$ cat src/rtl/drac_pkg.sv
// Shared definitions for the instruction-queue issue path.
//   ISSUE_WIDTH          : number of queue read ports / rename slots per cycle
//   IQ_FLUSH_HOLD_CYCLES : default number of pop-blocked cycles after a flush
//   iq_ctrl_state_t      : issue controller FSM state
//   iq_thermo()          : pop count -> per-slot valid thermometer
package drac_pkg;

   localparam int unsigned ISSUE_WIDTH          = 2;
   localparam int unsigned IQ_FLUSH_HOLD_CYCLES = 2;

   typedef enum logic [1:0] {
      RUN         = 2'd0,
      SERIAL_WAIT = 2'd1,
      FLUSH_HOLD  = 2'd2
   } iq_ctrl_state_t;

   function automatic logic [ISSUE_WIDTH-1:0] iq_thermo(input logic [1:0] cnt);
      logic [ISSUE_WIDTH-1:0] v;
      v = '0;
      if (cnt >= 2'd1) v[0] = 1'b1;
      if (cnt >= 2'd2) v[1] = 1'b1;
      return v;
   endfunction

endpackage

$ cat src/rtl/iq_credit_counter.sv
// In-flight instruction counter for the issue controller.
// Ports:
//   clk_i, rstn_i : clock, asynchronous active-low reset
//   clear_i       : drop all in-flight instructions (flush); commits ignored
//   pop_i         : instructions issued this cycle (0..2)
//   commit_i      : instructions retired this cycle (0..2)
//   count_o       : current in-flight count
//   free_o        : MAX_INFLIGHT - count_o
module iq_credit_counter
   import drac_pkg::*;
#(
   parameter  int unsigned MAX_INFLIGHT = 16,
   localparam int unsigned CRED_W       = $clog2(MAX_INFLIGHT + 1)
) (
   input  logic              clk_i,
   input  logic              rstn_i,
   input  logic              clear_i,
   input  logic [1:0]        pop_i,
   input  logic [1:0]        commit_i,
   output logic [CRED_W-1:0] count_o,
   output logic [CRED_W-1:0] free_o
);

   localparam int unsigned SUM_W = CRED_W + 1;

   logic [CRED_W-1:0] count_q, count_d;
   logic [SUM_W-1:0]  sum;

   // One extra bit so an over-commit shows up as a set MSB instead of wrapping silently.
   always_comb begin
      sum     = {1'b0, count_q} + SUM_W'(pop_i) - SUM_W'(commit_i);
      count_d = clear_i ? '0 : sum[CRED_W-1:0];
   end

   always_ff @(posedge clk_i or negedge rstn_i) begin
      if (!rstn_i) count_q <= '0;
      else         count_q <= count_d;
   end

   assign count_o = count_q;
   assign free_o  = CRED_W'(MAX_INFLIGHT) - count_q;

   a_no_overcommit : assert property (@(posedge clk_i) disable iff (!rstn_i)
      !clear_i |-> (!sum[CRED_W] && (sum <= SUM_W'(MAX_INFLIGHT))));

endmodule

$ cat src/rtl/iq_issue_ctrl.sv
// Dequeue scheduler for the dual-read instruction queue between ID and rename.
// Decides each cycle how many head entries (0/1/2) to pop, honouring downstream
// readiness, in-flight credits, serializing instructions and flush recovery.
// Ports:
//   clk_i, rstn_i  : clock, asynchronous active-low reset
//   flush_i        : pipeline flush, highest priority
//   iq_num_i       : queue occupancy
//   iq_serial_i    : [0] head serializing, [1] head+1 serializing
//   rn_ready_i     : rename accepts up to two instructions
//   commit_cnt_i   : instructions retired this cycle
//   serial_done_i  : outstanding serializing instruction committed
//   pop_cnt_o      : entries popped this cycle (combinational)
//   slot_valid_o   : thermometer of pop_cnt_o
//   inflight_o     : popped-but-uncommitted count
//   state_o        : FSM state for debug/perf
module iq_issue_ctrl
   import drac_pkg::*;
#(
   parameter  int unsigned NUM_ENTRIES       = 8,
   parameter  int unsigned MAX_INFLIGHT      = 16,
   parameter  int unsigned FLUSH_HOLD_CYCLES = IQ_FLUSH_HOLD_CYCLES,
   localparam int unsigned CNT_W             = $clog2(NUM_ENTRIES) + 1,
   localparam int unsigned CRED_W            = $clog2(MAX_INFLIGHT + 1)
) (
   input  logic                   clk_i,
   input  logic                   rstn_i,
   input  logic                   flush_i,
   input  logic [CNT_W-1:0]       iq_num_i,
   input  logic [1:0]             iq_serial_i,
   input  logic                   rn_ready_i,
   input  logic [1:0]             commit_cnt_i,
   input  logic                   serial_done_i,
   output logic [1:0]             pop_cnt_o,
   output logic [ISSUE_WIDTH-1:0] slot_valid_o,
   output logic [CRED_W-1:0]      inflight_o,
   output logic [1:0]             state_o
);

   localparam int unsigned HOLD_W = $clog2(FLUSH_HOLD_CYCLES + 1);

   iq_ctrl_state_t    state_q, state_d;
   logic [HOLD_W-1:0] hold_q, hold_d;
   logic [1:0]        pop;
   logic [1:0]        num_lim, cred_lim, cap;
   logic              head_serial, next_serial;
   logic [CRED_W-1:0] inflight, free;

   iq_credit_counter #(
      .MAX_INFLIGHT (MAX_INFLIGHT)
   ) u_credit (
      .clk_i    (clk_i),
      .rstn_i   (rstn_i),
      .clear_i  (flush_i),
      .pop_i    (pop_cnt_o),
      .commit_i (commit_cnt_i),
      .count_o  (inflight),
      .free_o   (free)
   );

   // Serial flags only count for slots that actually hold an entry.
   always_comb begin
      head_serial = iq_serial_i[0] && (iq_num_i >= CNT_W'(1));
      next_serial = iq_serial_i[1] && (iq_num_i >= CNT_W'(2));
      num_lim     = (iq_num_i >= CNT_W'(2)) ? 2'd2 : iq_num_i[1:0];
      cred_lim    = (free >= CRED_W'(2)) ? 2'd2 : free[1:0];
      cap         = (num_lim < cred_lim) ? num_lim : cred_lim;
   end

   always_comb begin
      state_d = state_q;
      hold_d  = hold_q;
      pop     = 2'd0;
      if (flush_i) begin
         state_d = FLUSH_HOLD;
         hold_d  = HOLD_W'(FLUSH_HOLD_CYCLES);
      end else begin
         unique case (state_q)
            RUN: begin
               if (rn_ready_i) begin
                  if (head_serial) begin
                     // Serializing head issues alone, only once everything older has committed.
                     if (inflight == '0) begin
                        pop     = 2'd1;
                        state_d = SERIAL_WAIT;
                     end
                  end else if (next_serial) begin
                     pop = (cap > 2'd1) ? 2'd1 : cap;
                  end else begin
                     pop = cap;
                  end
               end
            end
            SERIAL_WAIT: begin
               if (serial_done_i) state_d = RUN;
            end
            FLUSH_HOLD: begin
               if (hold_q <= HOLD_W'(1)) begin
                  state_d = RUN;
                  hold_d  = '0;
               end else begin
                  hold_d = hold_q - HOLD_W'(1);
               end
            end
            default: begin
               state_d = RUN;
               hold_d  = '0;
            end
         endcase
      end
   end

   always_ff @(posedge clk_i or negedge rstn_i) begin
      if (!rstn_i) begin
         state_q <= RUN;
         hold_q  <= '0;
      end else begin
         state_q <= state_d;
         hold_q  <= hold_d;
      end
   end

   assign pop_cnt_o    = rstn_i ? pop : 2'd0;
   assign slot_valid_o = iq_thermo(pop_cnt_o);
   assign inflight_o   = inflight;
   assign state_o      = state_q;

endmodule

$ cat config.mk
export PLATFORM = sky130hd
export DESIGN_NAME = iq_issue_ctrl
export DESIGN_NICKNAME = d
export VERILOG_FILES = /design/src/rtl/drac_pkg.sv /design/src/rtl/iq_credit_counter.sv /design/src/rtl/iq_issue_ctrl.sv
export SDC_FILE = /design/constraint.sdc
export NUM_CORES = 1
export LEC_CHECK = 0
export CAP_MARGIN = 20
export CORE_MARGIN = 2
export CORE_UTILIZATION = 45
export CTS_BUF_LIST = sky130_fd_sc_hd__clkbuf_8
export DETAILED_ROUTE_END_ITERATION = 10
export PLACE_DENSITY_LB_ADDON = 0.05
export SLEW_MARGIN = 40
export SYNTH_ARGS = -nofsm -noshare
export SYNTH_HDL_FRONTEND = slang
export SYNTH_SLANG_ARGS = --single-unit
$ cat constraint.sdc
create_clock -name clk_i -period 5.2 [get_ports clk_i]
set_input_delay 1.04 -clock clk_i [delete_from_list [all_inputs] [get_ports clk_i]]
set_output_delay 1.04 -clock clk_i [all_outputs]
set_load 0.03 [all_outputs]
==> results.toml <==
[outcome]
status = "finished, final reports clean"

[clock_network]
clock_sinks = 9
cts_tree = "yes"
cts_made_buffers = 3
cts_root_buffer = "clkbuf_8"
clockBufferDepth = 2
hold_buffers = 0
clk_pin_slew_ns = 0.05
cts_resized = 0
cts_max_level = 1
cts_setup_buffers = 0
clock_latency_ns = 0.23

[sta]
max_slew_margin_pct = 73.0
tightest_slew_ns = 0.404
fin_setup_tns_ns = 0
hold_viol = 0
fmaxAchievable_mhz = 224
slew_viol_final = 0
report.final.setup_viol = 0
clock_skew_ns = 0.00261
rsz0062_at_grt = "false"
post-route-min-period_ns = 4.46
fin_crit_sh_pct = 85.8

[yosys]
async_reset_ff_share_pct = 100
ys_warn_count = 0
synth_cell_types = 34
synth.most_common_cell = "inv_1"
synth_seq_cells = 9
synthesis.nets = 121
synth_edf_count = 0
yosys.area.top_type = "dfrtp_1"
ys_dominant_reg_cell = "dfrtp_1"
netlist_area_um2 = 861
avgSynthCellArea_um2 = 9.16
netlist_top_cells_count = "14 x inv_1, 12 x ha_1, 9 x dfrtp_1"
ys_seq_area_share_pct = 26.2
synth.top_cell.area_share_pct = 26.2
synthTopCellsByArea = "dfrtp_1 26%, ha_1 17%, inv_1 6.1%"
syn_inst = 94

[worst_setup_path]
r2r_end = "u_credit.count_o[3]$_DFF_PN0_"
worstPathCellList = "inv_1, ha_1, and2_1, ha_1, or3b_4, or2_1, ha_1, nand2b_1, o41ai_2, o211ai_1, nand2_1, clkdlybuf4s50_1"
reg2reg_from = "u_credit.count_o[0]$_DFF_PN0_"
cp_data_arrival_time_ns = 3.42
r2r_cells = 17
worstSetupPathType = "reg -> out"
max_stage_delay_ns = 0.67
required_ns = 4.16
crit_path_end_kind = "output pin"
critPathMostFrequentCell = "ha_1"
cp-endpoint = "pop_cnt_o[0]"
cp-start-kind = "register"
critPathLaunch = "u_credit.count_o[0]$_DFF_PN0_"
cp_max_fo = 4
critPathSlowestCell = "clkdlybuf4s50_1"
regToRegSetupSlack_ns = 1.14

[global_route]
track_usage_pct = 18.9
grt_start_max_net_pins = 11
grt_first_pass_wirelength_mm = 2.96
antenna_found_initial = 0
gr-total-overflow = 0
grt_pass1_vias = 678

[die]
rows = 15
die_area_um2 = 2280
die_w_um = 47.7
die_y_um = 47.7
initial_core_util_pct = 48.8
core_um2 = 1760
io_pins = 24

[routing]
remaining_drc_errors = 0
first_pass_iters = 4
viasPerCell = 5.13
wl_per_cell_um = 12.3
wl_mm = 1.80
via_count = 749
ant_nets = 0
drt-initial-drc-count = 8

[finish]
area_growth_pct = 35.9
nets = 149
n_antenna_cell = 0
final_area_um2 = 1170
drive_gt1_share_pct = 9.92
multiInputGateArea_um2 = 578
fillCellCount = 161
seqCellArea_um2 = 225
final_util_pct = 66.3
final_cells = 146

[power_and_ir_drop]
vdd_drop_max_v = 0.000293
total_power_uw = 403
power_density_nw_per_um2 = 344
p_leak_uw = 0.000519

[placed_design]
placedInstanceArea_um2 = 1120
port_buffers = 23
dp_hpwl_mm = 1.49
dp_cells = 142
gp_congestion = 0.837

[min_path]
hold_path_depth = 1
hold_class = "reg -> reg"

[run]
drv_cap = 0
==> worst min-delay path by stage <==
stage                                startpoint               endpoint  slack [ns]
after CTS                 hold_q[1]$_DFFE_PN0P_  hold_q[1]$_DFFE_PN0P_        0.50
after global routing      hold_q[1]$_DFFE_PN0P_  hold_q[1]$_DFFE_PN0P_        0.53
after floorplan           hold_q[1]$_DFFE_PN0P_  hold_q[1]$_DFFE_PN0P_        0.45
after global placement    hold_q[1]$_DFFE_PN0P_  hold_q[1]$_DFFE_PN0P_        0.46
after detailed placement  hold_q[1]$_DFFE_PN0P_  hold_q[1]$_DFFE_PN0P_        0.49
final                     hold_q[1]$_DFFE_PN0P_  hold_q[1]$_DFFE_PN0P_        0.49
==> worst max-delay path, delay by kind of cell (launching register included) <==
| family | cells | cell delay, ns |
|---|---|---|
| AND/OR/NAND/NOR | 5 | 0.99 |
| adder cells (fa/ha/maj) | 3 | 0.83 |
| AO/OA/AOI/OAI | 2 | 0.19 |
| buffers and inverters | 2 | 0.79 |
| flip-flops | 1 | 0.40 |
==> through the flow <==
stage	worst slack (ns)	hold slack, ns
after floorplan	1.14	0.450
after global routing	0.543	0.525
final	0.736	0.491
after global placement	0.896	0.461
after detailed placement	0.861	0.491
after CTS	0.729	0.501
==> registers in the layout, summed over array words and instances (netlist names) <==
signal / flops
state_o: 2
u_credit.count_o: 5
hold_q: 2
==> cells by family (layout without fill, tap and decap cells) <==
kind of cell / count (synthesis) / count (layout) / share of synthesized area (%)
AO/OA/AOI/OAI: 17 / 17 / 15.6
XOR/XNOR: 3 / 3 / 3.05
adder cells (fa/ha/maj): 14 / 14 / 22.1
buffers and inverters: 15 / 42 / 6.69
flip-flops: 9 / 9 / 26.2
AND/OR/NAND/NOR: 36 / 36 / 26.5
==> routing by layer <==
| metal | global-route usage, % | vias up | share of wire (%) |
|---|---|---|---|
| met3 | 4.53 | 0 | 3.4 |
| li1 | - | 378 | - |
| met5 | 0 | - | 0 |
| met2 | 31.2 | 18 | 48 |
| met1 | 25.0 | 353 | 48 |
| met4 | 4.86 | 0 | 0 |
==> placed cells by master, fill, tap and decap left out, types with 2 or more instances in the layout <==
cell | Yosys | routed
a21o_1 | 2 | 2
a21oi_1 | 4 | 4
clkbuf_8 | 0 | 3
clkdlybuf4s50_1 | 0 | 23
dfrtp_1 | 9 | 9
fa_1 | 2 | 2
ha_1 | 12 | 12
inv_1 | 14 | 15
nand2_1 | 6 | 6
nand2b_1 | 5 | 5
nand3_1 | 2 | 2
nor2_1 | 5 | 5
nor2b_1 | 4 | 4
nor3_1 | 3 | 3
nor4_1 | 2 | 2
o21ai_0 | 2 | 2
o21bai_1 | 2 | 2
xnor2_1 | 2 | 2
==> layout make-up <==
type                            count  share of cell area [%]
Multi-Input combinational cell     70                    49.4
Clock inverter                      1                   0.321
Timing Repair Buffer               24                    20.3
Tap cell                           25                    2.67
Sequential cell                     9                    19.3
Clock buffer                        3                    3.53
Inverter                           14                    4.49
==> where the power goes <==
part	switching, uW	leakage, uW	total, uW	internal [uW]
combinational	113	0.000380	220	107
clock	28.1	0.0000269	79.5	51.5
sequential	19.1	0.000112	104	84.6
total	160	0.000519	403	243
Power figures use the tool's default switching activity.
==> variant 1: new RTL, same flow settings <==
Set the parameter `NUM_ENTRIES` to 32 (it was 8).
--- a/src/rtl/iq_issue_ctrl.sv
+++ b/src/rtl/iq_issue_ctrl.sv
@@ -16,7 +16,7 @@
 module iq_issue_ctrl
    import drac_pkg::*;
 #(
-   parameter  int unsigned NUM_ENTRIES       = 8,
+   parameter  int unsigned NUM_ENTRIES       = 32,
    parameter  int unsigned MAX_INFLIGHT      = 16,
    parameter  int unsigned FLUSH_HOLD_CYCLES = IQ_FLUSH_HOLD_CYCLES,
    localparam int unsigned CNT_W             = $clog2(NUM_ENTRIES) + 1,
Ports: changed (resized iq_num_i); port bits go from 24 to 26. No check against the original RTL was run, so the function may have changed too.
==> variant 1 against the original RTL <==
  * Sequential cell count did not move
  * Worst setup slack got worse by 160 ps
  * Power fell by 3.4%
  * Area after synthesis fell by 4.7%
  * Largest power group unchanged
  * First-iteration DRC count rose by 25%
  * Routed wire length fell by 7.3%
  * Global-route usage fell by 0.80 points
  * Highest routed layer is now met4
  * Final area fell by 2.9%
  * Die area fell by 4.3%
  * Sequential share of layout area rose by 0.57 points
==> variant 1: results (changes against the original RTL) <==
Post-Synth Adder-Cell Area: 21.6% (-0.45 points)
GRT Total Usage: 18.2% (-0.80 points)
sequential area share after synthesis: 27.4% (+1.3 points)
routed vias: 704 (-6.0%)
synth top area cells: dfrtp_1 (27%), ha_1 (17%), inv_1 (6.9%), fa_1 (4.9%), nor2b_1 (3.8%)
First DRT Iteration DRCs: 10 (+2)
Net count, final: 144 (-3.4%)
Post-Synth XOR/XNOR Area: 4.27% (+1.2 points)
met1 usage: 21.4% (-3.6 points)
WL final: 1.66 mm (-7.3%)
Crit path largest cell delay: 700 ps (+30 ps)
critical-path maximum fanout: 5 (+1)
Commonest cells post-synth: inv_1 (15), ha_1 (11), dfrtp_1 (9), nor2_1 (7), nor2b_1 (5)
drt pass-1 iters: 5 (+1)
status: finished clean
Synthesized Nets: 116 (-4.1%)
M3 GR Usage: 6.67% (+2.1 points)
Met1 Wirelength: 723 µm (-17%)
CP Data Arrival Time: 3590 ps (+170 ps)
min-delay src: hold_q[1]
vias in the first global route: 684 (+0.88%)
LEAKAGE: 0.000518 µW (-0.19%)
routed wl met2: 843 µm (-2.7%)
R2R depth: 19 (+2)
top layer in use: met4
Post-Place Cell Area: 1090 µm² (-3.0%)
met2 GRT Util: 31.9% (+0.74 points)
multiplexer share of the synthesized area: 1.22% (+1.2 points)
setup ws final: 573 ps (-163 ps)
worst r2r src: u_credit.count_o[2]
layout cells sized above 1: 9.57% (-0.35 points)
Clock Skews: 1.09 ps (-1.51 ps)
metal3 WL: 82 µm (+34%)
Rel. slew slack: 72.8% (-0.18 points)
Peak supply drop: 0.254 mV (-13%)
RePlAce Congestion: 0.746 (-11%)
Synth Area in Compound Gates: 19.5% (+4.0 points)
DPL Wire Length: 1.37 mm (-8.3%)
pre-CTS WS: 727 ps (-133 ps)
-- variant 1: report_power, final --
part	total, µW	switching (µW)	internal [µW]	leakage, µW
clock network	78.3	27.0	51.3	0.0000269
logic	208	107	101	0.000379
registers	103	18.1	84.8	0.000112
total	389	152	237	0.000518
-- variant 1: final cells by class --
| type | instances | area, µm² |
|---|---|---|
| flip-flops and latches | 9 | 225 |
| repair buffers | 25 | 250 |
| well taps | 25 | 31.3 |
| multi-input cells | 62 | 528 |
| inverters | 15 | 56.3 |
| fillers | 163 | 591 |
| clock inverters | 1 | 3.75 |
| clock buffers | 3 | 41.3 |
-- variant 1: metrics by stage --
| stage | instances | util [%] | power, µW | hold WS, ps |
|---|---|---|---|---|
| after global routing | 140 | 65.8 | 427 | 537 |
| after global placement | 136 | 63.2 | 307 | 480 |
| after floorplan | 88 | - | 243 | 465 |
| final | 140 | 65.8 | 389 | 503 |
| after detailed placement | 136 | 63.2 | 311 | 492 |
| after CTS | 140 | 65.8 | 395 | 502 |
==> variant 2: new RTL, same flow settings <==
Made on the original files. Register the output `pop_cnt_o`, without a reset; this adds one clock of latency there. The other outputs are not delayed to match. Comments in the files are not updated.
--- a/src/rtl/iq_issue_ctrl.sv
+++ b/src/rtl/iq_issue_ctrl.sv
@@ -38,6 +38,8 @@
 
    localparam int unsigned HOLD_W = $clog2(FLUSH_HOLD_CYCLES + 1);
 
+   logic [1:0] pop_cnt_d;
+
    iq_ctrl_state_t    state_q, state_d;
    logic [HOLD_W-1:0] hold_q, hold_d;
    logic [1:0]        pop;
@@ -51,7 +53,7 @@
       .clk_i    (clk_i),
       .rstn_i   (rstn_i),
       .clear_i  (flush_i),
-      .pop_i    (pop_cnt_o),
+      .pop_i    (pop_cnt_d),
       .commit_i (commit_cnt_i),
       .count_o  (inflight),
       .free_o   (free)
@@ -119,10 +121,14 @@
       end
    end
 
-   assign pop_cnt_o    = rstn_i ? pop : 2'd0;
-   assign slot_valid_o = iq_thermo(pop_cnt_o);
+   assign pop_cnt_d    = rstn_i ? pop : 2'd0;
+   assign slot_valid_o = iq_thermo(pop_cnt_d);
    assign inflight_o   = inflight;
    assign state_o      = state_q;
 
+   always_ff @(posedge clk_i) begin
+      pop_cnt_o <= pop_cnt_d;
+   end
+
 endmodule
 
Check against the original RTL: not equivalent (Yosys sat finds a counterexample within 4 cycles, from zero or initial values and one cycle with rstn_i low).
==> variant 2 against the original RTL <==
  * Area after synthesis increased by 4.7%
  * Routed wire length is 0.45% lower
  * Final area is 3.6% higher
  * Global-route usage fell by 2.2 points
  * Power increased by 4.1%
  * Sequential cell count rose by 2
  * Worst setup slack better by 26 ps
  * Die area rose by 4.3%
  * Synthesized cell count increased by 2.1%
  * Largest power group unchanged
  * Highest routed layer is now met4
==> variant 2: results (changes against the original RTL) <==
status: finished clean
flop2flop setup slack: 1210 ps (+70 ps)
Peak supply drop: 0.250 mV (-15%)
critical-path maximum fanout: 6 (+2)
Post-Synth XOR/XNOR Area: 2.92% (-0.14 points)
GRT Total Usage: 16.7% (-2.2 points)
most frequent cell after synthesis: inv_1
ys async rst share: 81.8% (-18 points)
Met1 Wirelength: 834 µm (-3.9%)
met1 usage: 20.4% (-4.6 points)
vias in the first global route: 715 (+5.5%)
RePlAce Congestion: 0.810 (-3.1%)
Pint: 258 µW (+6.2%)
routed vias: 741 (-1.1%)
share of the synthesized area in the top cell type: 25.0% (-1.2 points)
diode count: 0 (unchanged)
first-pass GRT wire length: 3.05 mm (+3.0%)
met2 GRT Util: 28.5% (-2.7 points)
Slew @ Worst Pin: 448 ps (+44.3 ps)
top layer in use: met4
Wirelength per Cell: 11.9 µm (-3.1%)
layout cells sized above 1: 9.76% (-0.16 points)
sequential power: 119 µW (+14%)
Post-Synth Adder-Cell Area: 21.1% (-0.98 points)
LEAKAGE: 0.000535 µW (+3.1%)
total power: 420 µW (+4.1%)
Net count, final: 151 (+1.3%)
Clock Skews: 6.22 ps (+3.62 ps)
synth top area cells: dfrtp_1 (25%), ha_1 (17%), inv_1 (5.8%), dfxtp_1 (4.4%), fa_1 (4.4%)
sequential area share after synthesis: 29.4% (+3.3 points)
metal3 WL: 76 µm (+25%)
Commonest cells post-synth: inv_1 (14), ha_1 (12), dfrtp_1 (9), nand2_1 (6)
Fillers: 185 (+15%)
Yosys cell types: 35 (+2.9%)
First DRT Iteration DRCs: 7 (-1)
Synthesized Nets: 123 (+1.7%)
antenna violations before repair: 0 (unchanged)
CP Data Arrival Time: 3400 ps (-20 ps)
Synth Area in Compound Gates: 14.9% (-0.69 points)
M3 GR Usage: 4.32% (-0.21 points)
==> variant 2: changes by cell type after synthesis, sizes merged <==
cell,change
dfxtp,+2
==> variant 2: through the flow <==
| step | std cells | instance area (µm²) | utilization (%) | worst slack [ps] | hold WS (ps) |
|---|---|---|---|---|---|
| detailed placement | 146 | 1170 | 60.7 | 848 | 466 |
| floorplan | 96 | 901 | - | 1270 | 450 |
| global route | 150 | 1210 | 63.1 | 563 | 507 |
| finish | 150 | 1210 | 63.1 | 762 | 474 |
| global placement | 146 | 1170 | 60.7 | 880 | 462 |
| CTS | 150 | 1210 | 63.1 | 727 | 477 |
==> variant 2: cell type report <==
cell class | instances | area (µm²) | share of cell area [%]
Multi-Input combinational cell | 70 | 578 | 47.7
Clock buffer | 3 | 41.3 | 3.41
Inverter | 14 | 52.6 | 4.33
Clock inverter | 1 | 3.75 | 0.310
Tap cell | 27 | 33.8 | 2.79
Timing Repair Buffer | 24 | 238 | 19.6
Sequential cell | 11 | 265 | 21.9
==> variant 2: cell families after synthesis <==
| kind of cell | Yosys count |
|---|---|
| and+or+nand+nor | 36 |
| AOI/OAI and AO/OA | 17 |
| buffers and inverters | 15 |
| adders and majority gates | 14 |
| DFF | 11 |
| xor gates and xnor gates | 3 |
==> variant 2: final timing paths <==
path,endpoint,cells past startpoint,start
worst min-delay path,hold_q[1],1,hold_q[1]
min in group asynchronous,u_credit.count_o[4],2,rstn_i
max in group asynchronous,state_o[0],2,rstn_i
worst min register to register,hold_q[1],1,hold_q[1]
worst max register to register,u_credit.count_o[4],16,u_credit.count_o[2]
worst max-delay path,slot_valid_o[0],12,u_credit.count_o[2]
